File: src/rtl/branch_resolve_queue_if.sv
`default_nettype none
// ============================================================================
//  Module      : branch_resolve_queue_if
//  Description : Fetch/execute/predictor-facing signal bundle for the branch
//                resolve queue. The master modport is the environment side;
//                the slave modport is the queue itself.
//  Revision    : 1.0 - initial release
// ============================================================================
interface branch_resolve_queue_if #(
    parameter int W_BRID = 2,
    parameter int W_PTR  = 2
);
    logic              push_i;
    logic              push_pred_i;
    logic [W_BRID-1:0] push_id_i;
    logic              full_o;
    logic              res_v_i;
    logic              res_taken_i;
    logic              upd_v_o;
    logic              upd_branch_o;
    logic [W_BRID-1:0] upd_id_o;
    logic              miss_o;
    logic              flush_o;
    logic [W_PTR:0]    count_o;
    logic              err_o;

    modport master (
        output push_i, push_pred_i, push_id_i, res_v_i, res_taken_i,
        input  full_o, upd_v_o, upd_branch_o, upd_id_o, miss_o, flush_o,
               count_o, err_o
    );

    modport slave (
        input  push_i, push_pred_i, push_id_i, res_v_i, res_taken_i,
        output full_o, upd_v_o, upd_branch_o, upd_id_o, miss_o, flush_o,
               count_o, err_o
    );
endinterface
`default_nettype wire

File: src/rtl/branch_resolve_queue.sv
`default_nettype none
// ============================================================================
//  Module      : branch_resolve_queue
//  Description : In-order tracker for in-flight predicted branches. Fetch
//                pushes predictions, execute resolves the oldest one, and the
//                block emits a one-cycle-late predictor update. A mispredict
//                discards every tracked entry and holds fetch off for
//                FLUSH_CYC cycles.
//  Revision    : 1.0 - initial release
// ============================================================================
module branch_resolve_queue #(
    parameter int W_BRID    = 2,
    parameter int DEPTH     = 4,
    parameter int W_PTR     = 2,
    parameter int FLUSH_CYC = 2
) (
    input  wire logic               clk,
    input  wire logic               reset,
    branch_resolve_queue_if.slave   bus
);

    localparam logic [0:0] c_ST_RUN   = 1'b0;
    localparam logic [0:0] c_ST_FLUSH = 1'b1;

    localparam int               c_W_FCNT     = $clog2(FLUSH_CYC + 1);
    localparam logic [c_W_FCNT-1:0] c_FLUSH_LOAD = c_W_FCNT'(FLUSH_CYC - 1);
    localparam logic [c_W_FCNT-1:0] c_FCNT_ONE   = c_W_FCNT'(1);
    localparam logic [W_PTR:0]   c_DEPTH      = (W_PTR + 1)'(DEPTH);
    localparam logic [W_PTR:0]   c_CNT_ONE    = (W_PTR + 1)'(1);
    localparam logic [W_PTR-1:0] c_PTR_ONE    = W_PTR'(1);

    logic [0:0]          r_state;
    logic [W_PTR-1:0]    r_head;
    logic [W_PTR-1:0]    r_tail;
    logic [W_PTR:0]      r_count;
    logic [c_W_FCNT-1:0] r_fcnt;
    logic                r_upd_v;
    logic                r_upd_branch;
    logic [W_BRID-1:0]   r_upd_id;
    logic                r_miss;
    logic                r_err;

    logic                r_pred [DEPTH];
    logic [W_BRID-1:0]   r_id   [DEPTH];

    logic w_full;
    logic w_push;
    logic w_res_legal;
    logic w_mispredict;

    // Fetch stalls when storage is full or while recovering from a mispredict
    assign w_full       = (r_count == c_DEPTH) | (r_state == c_ST_FLUSH);
    assign w_push       = bus.push_i & ~w_full;
    assign w_res_legal  = bus.res_v_i & (r_state == c_ST_RUN) & (r_count != '0);
    assign w_mispredict = w_res_legal & (r_pred[r_head] != bus.res_taken_i);

    // Entry storage; a write on the mispredict cycle is harmless since the
    // pointers are cleared and the slot is treated as empty
    always_ff @(posedge clk) begin
        if (w_push) begin
            r_pred[r_tail] <= bus.push_pred_i;
            r_id[r_tail]   <= bus.push_id_i;
        end
    end

    // Pointers, occupancy, recovery FSM and registered predictor update
    always_ff @(posedge clk) begin
        if (!reset) begin
            r_state      <= c_ST_RUN;
            r_head       <= '0;
            r_tail       <= '0;
            r_count      <= '0;
            r_fcnt       <= '0;
            r_upd_v      <= 1'b0;
            r_upd_branch <= 1'b0;
            r_upd_id     <= '0;
            r_miss       <= 1'b0;
            r_err        <= 1'b0;
        end else begin
            r_upd_v <= w_res_legal;
            r_miss  <= w_mispredict;
            if (w_res_legal) begin
                r_upd_branch <= bus.res_taken_i;
                r_upd_id     <= r_id[r_head];
            end
            if (bus.res_v_i && !w_res_legal) begin
                r_err <= 1'b1;
            end

            if (w_mispredict) begin
                // Everything in flight is on the wrong path, including a
                // push accepted this same cycle
                r_head  <= '0;
                r_tail  <= '0;
                r_count <= '0;
                r_state <= c_ST_FLUSH;
                r_fcnt  <= c_FLUSH_LOAD;
            end else begin
                if (w_push) begin
                    r_tail <= r_tail + c_PTR_ONE;
                end
                if (w_res_legal) begin
                    r_head <= r_head + c_PTR_ONE;
                end
                case ({w_push, w_res_legal})
                    2'b10:   r_count <= r_count + c_CNT_ONE;
                    2'b01:   r_count <= r_count - c_CNT_ONE;
                    default: r_count <= r_count;
                endcase
                if (r_state == c_ST_FLUSH) begin
                    if (r_fcnt == '0) begin
                        r_state <= c_ST_RUN;
                    end else begin
                        r_fcnt <= r_fcnt - c_FCNT_ONE;
                    end
                end
            end
        end
    end

    assign bus.full_o       = w_full;
    assign bus.upd_v_o      = r_upd_v;
    assign bus.upd_branch_o = r_upd_branch;
    assign bus.upd_id_o     = r_upd_id;
    assign bus.miss_o       = r_miss;
    assign bus.flush_o      = (r_state == c_ST_FLUSH);
    assign bus.count_o      = r_count;
    assign bus.err_o        = r_err;

endmodule
`default_nettype wire
File: src/flat_wrapper.sv
// flat-port wrapper written by rule: the top's interface ports become plain ports
module branch_resolve_queue_flat 
#(
    parameter int W_BRID    = 2,
    parameter int DEPTH     = 4,
    parameter int W_PTR     = 2,
    parameter int FLUSH_CYC = 2
)
  (clk, reset, bus_push_i, bus_push_pred_i, bus_push_id_i, bus_res_v_i, bus_res_taken_i, bus_full_o, bus_upd_v_o, bus_upd_branch_o, bus_upd_id_o, bus_miss_o, bus_flush_o, bus_count_o, bus_err_o);
  branch_resolve_queue_if #(.W_BRID(W_BRID), .W_PTR(W_PTR)) bus_i ();
  input  wire logic clk;
  input  wire logic reset;
  input wire logic [$bits(bus_i.push_i)-1:0] bus_push_i;
  input wire logic [$bits(bus_i.push_pred_i)-1:0] bus_push_pred_i;
  input wire logic [$bits(bus_i.push_id_i)-1:0] bus_push_id_i;
  input wire logic [$bits(bus_i.res_v_i)-1:0] bus_res_v_i;
  input wire logic [$bits(bus_i.res_taken_i)-1:0] bus_res_taken_i;
  output wire logic [$bits(bus_i.full_o)-1:0] bus_full_o;
  output wire logic [$bits(bus_i.upd_v_o)-1:0] bus_upd_v_o;
  output wire logic [$bits(bus_i.upd_branch_o)-1:0] bus_upd_branch_o;
  output wire logic [$bits(bus_i.upd_id_o)-1:0] bus_upd_id_o;
  output wire logic [$bits(bus_i.miss_o)-1:0] bus_miss_o;
  output wire logic [$bits(bus_i.flush_o)-1:0] bus_flush_o;
  output wire logic [$bits(bus_i.count_o)-1:0] bus_count_o;
  output wire logic [$bits(bus_i.err_o)-1:0] bus_err_o;
  assign bus_i.push_i = bus_push_i;
  assign bus_i.push_pred_i = bus_push_pred_i;
  assign bus_i.push_id_i = bus_push_id_i;
  assign bus_i.res_v_i = bus_res_v_i;
  assign bus_i.res_taken_i = bus_res_taken_i;
  assign bus_full_o = bus_i.full_o;
  assign bus_upd_v_o = bus_i.upd_v_o;
  assign bus_upd_branch_o = bus_i.upd_branch_o;
  assign bus_upd_id_o = bus_i.upd_id_o;
  assign bus_miss_o = bus_i.miss_o;
  assign bus_flush_o = bus_i.flush_o;
  assign bus_count_o = bus_i.count_o;
  assign bus_err_o = bus_i.err_o;
  branch_resolve_queue #(.W_BRID(W_BRID), .DEPTH(DEPTH), .W_PTR(W_PTR), .FLUSH_CYC(FLUSH_CYC)) u_core (.clk(clk), .reset(reset), .bus(bus_i));
endmodule
File: config.mk
export PLATFORM = sky130hd
export DESIGN_NAME = branch_resolve_queue_flat
export DESIGN_NICKNAME = d
export VERILOG_FILES = /design/src/rtl/branch_resolve_queue_if.sv /design/src/rtl/branch_resolve_queue.sv /design/src/flat_wrapper.sv
export SDC_FILE = /design/constraint.sdc
export NUM_CORES = 1
export LEC_CHECK = 0
export ABC_AREA = 1
export CAP_MARGIN = 20
export CELL_PAD_IN_SITES_DETAIL_PLACEMENT = 1
export CELL_PAD_IN_SITES_GLOBAL_PLACEMENT = 1
export CORE_MARGIN = 5
export CORE_UTILIZATION = 43
export CTS_CLUSTER_DIAMETER = 60
export CTS_CLUSTER_SIZE = 10
export DETAILED_ROUTE_END_ITERATION = 12
export GPL_ROUTABILITY_DRIVEN = 0
export PLACE_DENSITY = 0.83
export SKIP_LAST_GASP = 1
export SYNTH_ARGS = -nofsm -noshare
export SYNTH_HDL_FRONTEND = slang
export SYNTH_SLANG_ARGS = --single-unit
File: constraint.sdc
create_clock -name clk -period 4.4 [get_ports clk]
set_input_delay 0.44 -clock clk [delete_from_list [all_inputs] [get_ports clk]]
set_output_delay 0.44 -clock clk [all_outputs]
set_load 0.01 [all_outputs]
==> impl_metrics.ini, run 1 <==
[drt]
wl_um = 2770
antenna_left = 0
first_pass_iters = 2
vias = 946
drt-initial-drc-count = 20
via_per_inst = 4.85
routedWlPerCell_um = 14.2
drc = 0

[worst_setup_path]
cp-end-kind = register
cp_slowest_cell = clkdlybuf4s50_1
reg2reg_slack_ns = 2.39
arrival_ns = 2.36
r2r-start = u_core.bus.count_o[2]$_SDFFE_PP0P_
r2r-end = u_core.bus.count_o[2]$_SDFFE_PP0P_
cp.required_ns = 4.67
cp_cell_sequence = clkdlybuf4s50_1 > nand3_4 > inv_4 > ha_1 > inv_1 > fa_1 > a21oi_1 > o21ai_0 > xor2_1 > nor2_1
slowest_delay_ns = 0.53
start_kind = input pin
reg2regPathDepth = 11
critical_path_class = in2reg
crit_family = buffers and inverters
path_max_fanout = 8
cp_num_buf_inv = 3

[timing]
max-slew-margin-rel_pct = 79.3
finalHoldWorstSlack_ns = 0.504
drv_slew = 0
final-setup-viol-count = 0
fin_setup_tns_ns = 0
period_share_pct = 47.4
setup_ws_ns = 2.31
rsz0062_at_grt = no
finalCriticalPeriod_ns = 2.09
final_hold_viol_count = 0
skew_ns = 0.00902
tightestPinTransition_ns = 0.310
fmaxAchievable_mhz = 479

[clock_network]
hold_buffers = 0
ctsLongestPathBuffers = 2
clock-root-buffer = clkbuf_4
cts_resized = 0
htreeDepth = 2
clock-sinks = 30
cts_buffers = 5
cts_tree = yes
clkLatencyLatePin_ns = 0.34
clk_transition_reported_paths_ns = 0.09
post_cts_buffers = 0

[job]
max_cap_viol_count = 0

[power]
leakage_nw = 0.634
power_frac_clock_pct = 16.1
ir_drop_mv = 0.323
power_frac_seq_pct = 43.3
power_uw = 948
swShare_pct = 38.3
comb_power_share_pct = 40.5
power.density_nw_per_um2 = 605
p_sw_uw = 363
p_int_uw = 585

[global_routing]
grt-ovfl-total = 0
antenna_found_initial = 0
grt_use_met3_pct = 5.37
grt_usage_pct = 15.6
grt_pass1_vias = 1036
globalRouteMet1Util_pct = 15.5
busiest_layer = met2
grt_pass1_wl_um = 4740
grt_max_degree = 10
use_met2_pct = 27.6

[floorplanning]
die_w_um = 65.0
die_area_um2 = 4220
core_um2 = 2980
io_pins = 19
initial_core_util_pct = 43.7
dieHeight_um = 65.0
row_count = 20

[placement]
portBuffers = 18
place_ws_ns = 1.96
dp.cells = 187
dpl_cell_area_um2 = 1520
hpwl_um = 2250

[cells_and_area]
nFillCells = 349
diodes = 0
stdcell_area_um2 = 1570
drive_gt1_share_pct = 9.26
nets = 176
instances_no_fill = 195
area.growth.synth_to_final_pct = 20.5
final_core_util_pct = 52.6

[synthesis]
synth.distinct_cells = 20
syn_area_per_cell_um2 = 9.49
synth_area_um2 = 1300
ys_seq_elements = 30
syn_inst = 137
yosys_warnings = 0
yosysSeqAreaShare_pct = 55.4
synth_nets = 152

[hold_path]
hold_depth = 2
hp-class = reg2reg
worstHoldStart = u_core.bus.err_o$_SDFFE_PN0P_
holdPathEnd = u_core.bus.err_o$_SDFFE_PN0P_

[outcome]
status = completed
placed cells by master, fill, tap and decap left out, types with 4 or more instances in the layout:
cell type	netlist	layout
nor2_1	27	27
inv_1	23	23
dfxtp_1	18	18
clkdlybuf4s50_1	0	18
o21ai_0	15	15
edfxtp_1	12	12
nand2_1	11	11
ha_1	6	6
clkbuf_4	0	5
nand3_2	4	4
xor2_1	4	4
nand3_1	4	4
a21oi_1	4	4
cells by family after synthesis:
family / after synthesis / synth area share, %
buffers and inverters: 26 / 7.80
DFF: 30 / 55.4
adders and majority gates: 7 / 7.31
xor gates and xnor gates: 5 / 3.37
and+or+nand+nor: 50 / 18.8
AOI/OAI and AO/OA: 19 / 7.31
worst min-delay path, cell delays in order, from the launching register on:
cell and delay [ns]:
dfxtp_1 0.34, a21oi_1 0.05, nor2_1 0.08
cells in the mapped netlist (all sizes together):
master,count,area (um2)
nor2,28,108
inv,25,96.3
dfxtp,18,360
o21ai,15,75.1
edfxtp,12,360
nand2,12,52.6
nand3,9,77.6
ha,6,75.1
a21oi,4,20.0
xor2,4,35.0
buf,1,5.00
fa,1,20.0
or2,1,6.26
xnor2,1,8.76
layer usage:
| layer | wire length (um) | share of wire [%] |
|---|---|---|
| met1 | 1150 | 41 |
| met2 | 1450 | 52 |
| met3 | 108 | 3.9 |
| met4 | 71 | 2.6 |
| met5 | 0 | 0 |
worst max path at each step:
stage | start | to | depth (start not counted) | slack (ns)
4_1_cts | bus_res_v_i | u_core.bus.count_o[2]$_SDFFE_PP0P_ | 10 | 2.32
2_1_floorplan | u_core.bus.count_o[2]$_SDFFE_PP0P_ | u_core.bus.count_o[2]$_SDFFE_PP0P_ | 11 | 2.54
5_1_grt | bus_res_v_i | u_core.bus.count_o[2]$_SDFFE_PP0P_ | 10 | 2.19
6_report | bus_res_v_i | u_core.bus.count_o[2]$_SDFFE_PP0P_ | 10 | 2.31
3_5_place_dp | bus_res_v_i | u_core.bus.count_o[2]$_SDFFE_PP0P_ | 10 | 1.96
3_3_place_gp | bus_res_v_i | u_core.bus.count_o[2]$_SDFFE_PP0P_ | 10 | 2.07
sequential cells by signal, summed over array words and instances, names as in the netlist, named ones only:
register,count
u_core.r_head,2
u_core.bus.err_o,1
u_core.r_tail,2
u_core.bus.flush_o,1
u_core.r_fcnt,2
u_core.bus.count_o,3
u_core.bus.miss_o,1
u_core.r_id,8
u_core.r_pred,4
u_core.bus.upd_v_o,1
u_core.bus.upd_branch_o,1
u_core.bus.upd_id_o,2
power by group through the flow:
stage | clock [mW] | sequential, mW | combinational (mW)
floorplan | 0 | 0.415 | 0.242
global placement | 0 | 0.413 | 0.360
detailed placement | 0 | 0.420 | 0.390
CTS | 0.162 | 0.413 | 0.393
global route | 0.172 | 0.424 | 0.437
finish | 0.153 | 0.411 | 0.384
area by class of cell:
type	instances	area, um2	area share (%)
clock buffer	6	41.3	2.64
clock inverter	2	8.76	0.559
inverter	25	96.3	6.15
multi-input combinational	81	478	30.5
sequential	30	721	46.0
tap	33	41.3	2.64
timing repair buffer	18	180	11.5
Power figures use the tool's default switching activity.
==> inputs of run 2 (changes only) <==
Settings changed: CORE_UTILIZATION 43 to 36, PLACE_DENSITY 0.83 to 0.74.
Clock period 4.4 ns to 1.8 ns, I/O delays scaled along.
==> run 2 against run 1 <==
- power rose to 2.5 times the previous value
- clock power up 140%
- register-to-register slack worse by 2.3 ns
- largest power group unchanged
- design area up 4.2%
==> impl_metrics.ini, run 2 (synthesis gave the netlist of run 1 again) <==
[drt]
antenna_left = 0
drt-initial-drc-count = 16
first_pass_iters = 4
vias = 991
routedWlPerCell_um = 12.4
route.met3.wl_um = 131
met1_length_um = 1070
via_per_inst = 4.65
wl_um = 2650
drc = 0
wl_met2_um = 1370
routed.top_layer = met4

[worst_setup_path]
reg2reg_slack_ns = 0.06
cp.required_ns = 2.05
cp_num_buf_inv = 3
slowest_delay_ns = 0.44
arrival_ns = 2.00
critical_path.startpoint = u_core.bus.count_o[0]$_SDFFE_PP0P_
start_kind = register
crit_family = adder cells
crit_cells = 10
r2r-start = u_core.bus.count_o[0]$_SDFFE_PP0P_
cp_cell_sequence = inv_2 > nand3_2 > nand3_4 > inv_4 > ha_1 > inv_1 > fa_2 > nor2_1 > a21oi_1 > nor2_1
r2r-end = u_core.bus.count_o[1]$_SDFFE_PP0P_
cp-endpoint = u_core.bus.count_o[1]$_SDFFE_PP0P_
cp_slowest_cell = fa_2
reg2regPathDepth = 10
cp-end-kind = register
critical_path_class = reg2reg
path_max_fanout = 3
critPathMostFrequentCell = nor2_1

[clock_network]
ctsLongestPathBuffers = 2
cts_buffers = 5
clkLatencyLatePin_ns = 0.32
clock-root-buffer = clkbuf_4
cts_tree = yes
clk_transition_reported_paths_ns = 0.09
clock-sinks = 30
htreeDepth = 2

[power]
ir_drop_mv = 0.844
power.density_nw_per_um2 = 1460
power_mw = 2.39
leakage_nw = 0.658

[timing]
finalCriticalPeriod_ns = 1.74
fmaxAchievable_mhz = 574
max-slew-margin-rel_pct = 79.3
period_share_pct = 96.8
tightestPinTransition_ns = 0.309
drv_slew = 0
rsz0062_at_grt = yes
skew_ns = 0.00436
final-setup-viol-count = 0
final_hold_viol_count = 0

[cells_and_area]
largest_register_ffs = 8
stdcell_area_um2 = 1630
diodes = 0
top_register = u_core.r_id
drive_gt1_share_pct = 15.6
mostFrequentLayoutCells = nor2_1 (27), inv_1 (21), clkdlybuf4s50_1 (18)
nets = 181
layout_commonest_cell = nor2_1
area.growth.synth_to_final_pct = 25.5

[floorplanning]
io_pins = 19
core_um2 = 3420
initial_core_util_pct = 38.1
die_area_um2 = 4910
dieHeight_um = 70.1
row_count = 21
die_w_um = 70.1

[global_routing]
grt-ovfl-total = 0
grt_usage_pct = 11.5
antenna_found_initial = 0
grt_max_degree = 10
grt_pass1_wl_um = 4440
grt_pass1_vias = 1035

[placement]
dpl_cell_area_um2 = 1570
portBuffers = 18
hpwl_um = 1970

[hold_path]
hp-class = reg2reg

[job]
max_cap_viol_count = 0

[outcome]
status = completed
[run 2: changes by cell type in the layout (fill, tap and decap cells not counted), moves of 2 or more]
cell,previous run,this run
dfxtp_2,0,2
dfxtp_1,18,15
inv_2,1,3
inv_1,23,21
clkinv_1,1,3
buf_4,0,5
[run 2: worst min-delay path: stages, from the launching register on]
cell and delay (ns):
dfxtp_1 0.34, a21oi_1 0.04, nor2_1 0.07
[run 2: per-stage QoR]
step / setup WS (ns) / instances / hold slack [ns] / TNS [ns] / utilization, %
2_1_floorplan: 0.00705 / 137 / 0.279 / 0 / -
3_3_place_gp: -0.151 / 204 / 0.467 / -0.197 / 45.9
3_5_place_dp: -0.247 / 204 / 0.470 / -0.318 / 45.9
4_1_cts: 0.00666 / 212 / 0.476 / 0 / 47.4
5_1_grt: -0.0766 / 213 / 0.460 / -0.116 / 47.8
6_report: 0.0570 / 213 / 0.485 / 0 / 47.8
[run 2: routing by layer]
| layer | GRT usage, % | up-vias |
|---|---|---|
| li1 | - | 491 |
| met1 | 11.9 | 473 |
| met4 | 5.74 | 0 |
| met5 | 0 | - |
| met3 | 4.45 | 8 |
| met2 | 19.9 | 19 |
[run 2: area by class of cell]
type / count / area [um2]
clock buffer: 5 / 37.5
clock inverter: 3 / 11.3
fill: 405 / 1780
inverter: 25 / 96.3
multi-input combinational: 81 / 484
sequential: 30 / 727
tap: 46 / 57.6
timing repair buffer: 23 / 218
[run 2: power by group]
part / internal [mW] / leakage (nW) / total [mW] / switching (mW)
combinational: 0.458 / 0.372 / 1.01 / 0.548
clock: 0.139 / 0.0277 / 0.364 / 0.225
sequential: 0.893 / 0.259 / 1.02 / 0.123
[run 2: worst min-delay path by stage]
| stage | depth (start not counted) | endpoint | from | slack [ns] |
|---|---|---|---|---|
| 2_1_floorplan | 0 | u_core.r_id[0][0]$_DFFE_PP_ | bus_push_id_i[0] | 0.28 |
| 3_3_place_gp | 2 | u_core.bus.err_o$_SDFFE_PN0P_ | u_core.bus.err_o$_SDFFE_PN0P_ | 0.47 |
| 3_5_place_dp | 2 | u_core.bus.err_o$_SDFFE_PN0P_ | u_core.bus.err_o$_SDFFE_PN0P_ | 0.47 |
| 4_1_cts | 3 | u_core.bus.upd_branch_o$_SDFFE_PN0P_ | bus_res_taken_i | 0.48 |
| 5_1_grt | 3 | u_core.bus.upd_branch_o$_SDFFE_PN0P_ | bus_res_taken_i | 0.46 |
| 6_report | 2 | u_core.bus.err_o$_SDFFE_PN0P_ | u_core.bus.err_o$_SDFFE_PN0P_ | 0.48 |
[run 2: repair_timing]
action,in CTS,in global routing
gates resized for setup,3,2
cloned,0,0
hold buffers,0,0
setup endpoints to repair,1,1
pin swaps,1,0
setup buffers,0,1
==> inputs of run 3 (changes only) <==
Settings changed: SLEW_MARGIN from default to 10.
==> results of run 3 <==
The final DEF is identical to that of run 2; final timing and power are the same.
